$ cat src/rtl/pll_rst_ctrl.sv
// Purpose : PLL reset sequencer on the refclk domain. It pulses the PLL reset and waits
//           for lock. Lock must then stay stable before the downstream system reset is
//           released. Timed-out attempts are retried a bounded number of times before a
//           sticky failure is flagged.
// Latency : pll_lock is seen through a 2-flop synchronizer. Outputs are registered and
//           decoded from the next state, so they react 3 refclk edges after a pll_lock edge.
// Backpr. : none; this is a free-running control FSM with no handshake.
//
// Ports:
//   refclk     in   reference clock (same net as the PLL refclk)
//   reset      in   asynchronous active-high block reset
//   pll_lock   in   PLL lock indication, asynchronous to refclk
//   pll_rst    out  active-high PLL reset
//   sys_rst_n  out  active-low downstream reset, released only in RUN
//   locked_ok  out  high while in RUN
//   fail       out  sticky failure flag, cleared only by reset
//   retry_cnt  out  failed attempts in the current sequence
module pll_rst_ctrl #(
    parameter int RST_CYCLES    = 24,
    parameter int LOCK_TIMEOUT  = 24000,
    parameter int STABLE_CYCLES = 240,
    parameter int MAX_RETRY     = 3,
    parameter int CNT_W         = 16
) (
    input  logic       refclk,
    input  logic       reset,
    input  logic       pll_lock,
    output logic       pll_rst,
    output logic       sys_rst_n,
    output logic       locked_ok,
    output logic       fail,
    output logic [3:0] retry_cnt
);

    typedef enum logic [2:0] {
        ST_ASSERT    = 3'd0,
        ST_WAIT_LOCK = 3'd1,
        ST_STABLE    = 3'd2,
        ST_RUN       = 3'd3,
        ST_FAIL      = 3'd4
    } state_t;

    // Terminal counts, sized to the counter so every compare is width-matched.
    localparam logic [CNT_W-1:0] RST_LAST    = CNT_W'(RST_CYCLES - 1);
    localparam logic [CNT_W-1:0] TIMEOUT_LAST = CNT_W'(LOCK_TIMEOUT - 1);
    localparam logic [CNT_W-1:0] STABLE_LAST = CNT_W'(STABLE_CYCLES - 1);
    localparam logic [CNT_W-1:0] CNT_MAX     = {CNT_W{1'b1}};
    localparam logic [CNT_W-1:0] CNT_ONE     = CNT_W'(1);
    localparam logic [3:0]       RETRY_LIMIT = 4'(MAX_RETRY);

    state_t           state_q, state_d;
    logic [CNT_W-1:0] cnt_q, cnt_d;
    logic [3:0]       retry_q, retry_d;
    logic             sync1_q, lock_s_q;
    logic             pll_rst_q, pll_rst_d;
    logic             sys_rst_n_q, sys_rst_n_d;
    logic             locked_ok_q, locked_ok_d;
    logic             fail_q, fail_d;

    // Two-flop synchronizer for the asynchronous lock indication.
    always_ff @(posedge refclk or posedge reset) begin
        if (reset) begin
            sync1_q  <= 1'b0;
            lock_s_q <= 1'b0;
        end else begin
            sync1_q  <= pll_lock;
            lock_s_q <= sync1_q;
        end
    end

    // Next-state, counter and output decode.
    always_comb begin
        state_d = state_q;
        retry_d = retry_q;

        case (state_q)
            ST_ASSERT: begin
                if (cnt_q == RST_LAST) begin
                    state_d = ST_WAIT_LOCK;
                end
            end
            ST_WAIT_LOCK: begin
                // Lock arriving on the timeout cycle wins; no retry is charged.
                if (lock_s_q) begin
                    state_d = ST_STABLE;
                end else if (cnt_q == TIMEOUT_LAST) begin
                    retry_d = retry_q + 4'd1;
                    if (retry_d == RETRY_LIMIT) begin
                        state_d = ST_FAIL;
                    end else begin
                        state_d = ST_ASSERT;
                    end
                end
            end
            ST_STABLE: begin
                // A lock drop restarts the lock window without charging a retry.
                if (!lock_s_q) begin
                    state_d = ST_WAIT_LOCK;
                end else if (cnt_q == STABLE_LAST) begin
                    state_d = ST_RUN;
                end
            end
            ST_RUN: begin
                if (!lock_s_q) begin
                    state_d = ST_ASSERT;
                end
            end
            ST_FAIL: begin
                state_d = ST_FAIL;
            end
            default: begin
                state_d = ST_ASSERT;
            end
        endcase

        // A good lock ends the sequence, so the retry history is dropped on RUN entry.
        if (state_d == ST_RUN) begin
            retry_d = 4'd0;
        end

        // The counter restarts on every state change and saturates otherwise.
        if (state_d != state_q) begin
            cnt_d = '0;
        end else if (cnt_q == CNT_MAX) begin
            cnt_d = cnt_q;
        end else begin
            cnt_d = cnt_q + CNT_ONE;
        end

        // Outputs decoded from the next state, so they register on the same edge as the state.
        pll_rst_d   = (state_d == ST_ASSERT) || (state_d == ST_FAIL);
        sys_rst_n_d = (state_d == ST_RUN);
        locked_ok_d = (state_d == ST_RUN);
        fail_d      = (state_d == ST_FAIL);
    end

    always_ff @(posedge refclk or posedge reset) begin
        if (reset) begin
            state_q     <= ST_ASSERT;
            cnt_q       <= '0;
            retry_q     <= 4'd0;
            pll_rst_q   <= 1'b1;
            sys_rst_n_q <= 1'b0;
            locked_ok_q <= 1'b0;
            fail_q      <= 1'b0;
        end else begin
            state_q     <= state_d;
            cnt_q       <= cnt_d;
            retry_q     <= retry_d;
            pll_rst_q   <= pll_rst_d;
            sys_rst_n_q <= sys_rst_n_d;
            locked_ok_q <= locked_ok_d;
            fail_q      <= fail_d;
        end
    end

    assign pll_rst   = pll_rst_q;
    assign sys_rst_n = sys_rst_n_q;
    assign locked_ok = locked_ok_q;
    assign fail      = fail_q;
    assign retry_cnt = retry_q;

endmodule

$ cat config.mk
export PLATFORM = sky130hd
export DESIGN_NAME = pll_rst_ctrl
export DESIGN_NICKNAME = d
export VERILOG_FILES = /design/src/rtl/pll_rst_ctrl.sv
export SDC_FILE = /design/constraint.sdc
export NUM_CORES = 1
export LEC_CHECK = 0
export ABC_CLOCK_PERIOD_IN_PS = 2100
export CAP_MARGIN = 40
export CELL_PAD_IN_SITES_DETAIL_PLACEMENT = 1
export CELL_PAD_IN_SITES_GLOBAL_PLACEMENT = 1
export CORE_ASPECT_RATIO = 0.5
export CORE_MARGIN = 3
export CORE_UTILIZATION = 41
export DETAILED_ROUTE_END_ITERATION = 10
export MAX_ROUTING_LAYER = met4
export PLACE_DENSITY_LB_ADDON = 0.1
export SLEW_MARGIN = 20
export SYNTH_ARGS = -nofsm -noshare
export SYNTH_HDL_FRONTEND = slang
export SYNTH_SLANG_ARGS = --single-unit
$ cat constraint.sdc
create_clock -name refclk -period 2.1 [get_ports refclk]
set_clock_uncertainty 0.05 [all_clocks]
set_input_delay 0.315 -clock refclk [delete_from_list [all_inputs] [get_ports refclk]]
set_output_delay 0.315 -clock refclk [all_outputs]
set_load 0.01 [all_outputs]
==> metrics.md <==
| Metric | Value |
|---|---|
| NetSw | slightly above 0.5 mW |
| CTS Buf Count | 3 |
| Final WL | 3890 µm |
| First-pass GRT wire length | roughly 6900 µm |
| CP endpoint kind | flip-flop |
| Cell Pwr Density | 816 nW/µm² |
| EDFF count, synth | 0 |
| Die width | between 90 and 100 µm |
| HPWL after DPL | around 2900 µm |
| Core area | ~3500 µm² |
| Syn Nets | between 150 and 200 |
| Final std cells w/o fill | 241 |
| Fin crit period | 2040 ps |
| Post-Synth XOR/XNOR Area | under 10% |
| Setup WS pre-CTS | -69.0 ps |
| Global-route usage over all layers | 19.8% |
| Reg clk slew, reported paths | around 90 ps |
| Comb pwr share | around 33% |
| Worst-path cell chain | or4_1 -> nor2_1 -> nand4_1 -> a31oi_4 -> buf_12 -> a2111oi_2 |
| Hold buffer count at CTS | 0 |
| Synth Cell Area | about 1600 µm² |
| Ys async rst share | 100% |
| # DRC | 0 |
| Final period utilization | a little over nine tenths |
| Peak supply drop | around 0.00026 V |
| Hold Path Class | flip-flop to flip-flop |
| Mapped Cells | approximately 160 |
| Die area | roughly 4700 µm² |
| #FFs+latches synth | 28 |
| Status | completed |
| Max-slew headroom | 75.5% |
| Post-synthesis compound-gate area fraction | roughly 9% |
| Antenna viol nets, final | 0 |
| Worst Path Max Fanout | 8 |
| Initial antenna violation count | 0 |
| Clock network power share | between 20% and 30% |
| Clk_lat worst skew | between 200 and 300 ps |
| Crit path DAT | 2140 ps |
| Register area share after synthesis | between 40% and 50% |
| Hold_sp | sync1_q$_DFF_PP0_ |
| Critical path class | flip-flop to flip-flop |
| Max-cap violations | 0 |
| Clock buffer depth | 2 |
| CTS root buffer | clkbuf_8 |
| Vias in the first global route | around 1.4k |
| Adder-cell share of the synthesized area | under 10% |
| Setup violators final | 0 |
| Pins Over Slew Limit | 0 |
| H-tree depth | 1 |
| Rows | 15 |
| CP peak stage delay | just under 600 ps |
| Mean number of vias per cell | between 5 and 6 |
| Num ports | 11 |
| Share of cells above drive strength 1 | 25.8% |
| Yosys cell types | 46 |
| Layout area overhead | 27.4% |
| Starting Density | around 44% |
| Slew @ Worst Pin | roughly 370 ps |
| NumNets Final | between 150 and 200 |
| Initial DRC count | between 50 and 60 |
| CP startpoint kind | flip-flop |
| CTS sink cnt | 28 |
| Multi-input gate area | about 840 µm² |
| Buffers on Ports | 10 |
| Most frequent cells in the layout | 27 x dfrtp_1, 22 x buf_4, 21 x nor2_1 |
| CP required | approximately 2200 ps |
| Worst Setup SP | cnt_q[10]$_DFFE_PP0P_ |
| Final Hold Fails | 0 |
| Multiplexer area fraction after synthesis | approximately 1.3% |
| Achievable Freq | around 0.49 GHz |
| Simple-Gate Fraction of Synth Area | approximately a third |
| Switching part of the total | a little under a third |
| Ant. Diodes | 0 |
| Main combinational cell family by area after synthesis | simple AND/OR/NAND/NOR gates |
| Slowest CP cell | or4_1 |
| CTS tree | yes |
| Sequential cell area | about 700 µm² |
| Syn. warnings | 0 |
| Total congestion overflow | 0 |
| Die height | around 50 µm |
| Drt pass-1 iters | 4 |
| Cell Int Power | roughly 1.1 mW |
| Static Leak | between 0.8 and 0.9 nW |
| Routed len/inst | 16.1 µm |
| DR vias | roughly 1.3k |
| Syn Area/Cell | about 9.9 µm² |
| Commonest non-fill, non-tap cell in the layout | dfrtp_1 |
| Crit Reg-Reg Startpoint | cnt_q[10]$_DFFE_PP0P_ |
| Fill cell count | 410 |
| Post-Place Cells | about 230 |
| Largest net degree at the start of global routing | 29 |
| Top FF cell, synth | dfrtp_1 |
| Final WS setup | 62.7 ps |
| Gpl congestion | 0.799 |
| Sequential share of power | about 41% |
power groups by stage:
stage / combinational [mW] / clock, mW / sequential, mW
finish: 0.540 / 0.428 / 0.663
global route: 0.605 / 0.462 / 0.674
CTS: 0.490 / 0.444 / 0.662
detailed placement: 0.485 / 0 / 0.671
global placement: 0.463 / 0 / 0.670
floorplan: 0.281 / 0 / 0.671
final cells by class:
type                       instances  area share (%)
multi-input combinational        119            41.9
sequential                        28            35.1
timing repair buffer              34            15.3
tap                               51            3.19
clock buffer                       3            2.07
clock inverter                     1            1.50
inverter                           5           0.939
path summary, 6_finish.rpt:
check,cells after the start,slack (ps),to
min reg2reg,0,320,lock_s_q$_DFF_PP0_
max,6,60,cnt_q[7]$_DFFE_PP0P_
min in group asynchronous,3,350,cnt_q[5]$_DFFE_PP0P_
max reg2reg,6,60,cnt_q[7]$_DFFE_PP0P_
min,0,320,lock_s_q$_DFF_PP0_
max in group asynchronous,3,1340,pll_rst$_DFF_PP1_
registers in the layout, summed over array words and instances (netlist names):
register / flops
retry_cnt: 4
locked_ok: 1
fail: 1
lock_s_q: 1
pll_rst: 1
sync1_q: 1
cnt_q: 16
state_q: 3
worst max-delay path: cells and delay by family (launching register included):
family          cells  cell delay [ps]
buf+inv             1              150
simple gates        3             1000
flops               1              390
compound gates      2              320
cell families after synthesis:
| family | after synthesis |
|---|---|
| AOI/OAI and AO/OA | 18 |
| adders and majority gates | 3 |
| and+or+nand+nor | 85 |
| muxes | 2 |
| xor gates and xnor gates | 11 |
| DFF | 28 |
| buffers and inverters | 11 |
per-layer routing:
layer,part of all wire (%),track usage (%)
met1,50,26.3
met2,47,32.0
met5,0,-
met3,2.9,4.12
met4,0.49,2.92
repair_timing:
| action | CTS | global route |
|---|---|---|
| gates cloned | 0 | 0 |
| gates resized for setup | 3 | 4 |
| pin swaps | 1 | 3 |
| buffers inserted | 0 | 3 |
| setup endpoints to repair | 8 | 8 |
Yosys cell counts (2+ instances only):
cell type,instances,area (µm²)
a211oi_1,2,15.0
a21oi_1,7,35.0
and2_1,2,12.5
and3_1,5,31.3
and4_2,2,20.0
buf_2,2,10.0
buf_6,2,22.5
dfrtp_1,27,676
ha_1,3,37.5
inv_1,5,18.8
mux2i_1,2,20.0
nand2_1,6,22.5
nand2b_1,3,18.8
nand3_1,9,45.0
nand4_1,5,31.3
nand4b_1,2,17.5
nor2_1,21,78.8
nor2b_1,3,18.8
nor3_1,9,45.0
nor4_1,2,12.5
nor4_2,2,25.0
nor4b_1,3,26.3
or4_1,2,15.0
xnor2_1,5,43.8
xor2_1,6,52.6
stage by stage:
step	TNS (ps)	util (%)	hold slack (ps)	total power, mW	area, µm²
global placement	0	52.4	283	1.13	1860
CTS	0	54.9	319	1.60	1950
finish	0	56.4	317	1.63	2000
floorplan	0	-	281	0.952	1570
detailed placement	-223	52.4	296	1.16	1860
global route	-157	56.4	338	1.74	2000
Power figures use the tool's default switching activity.
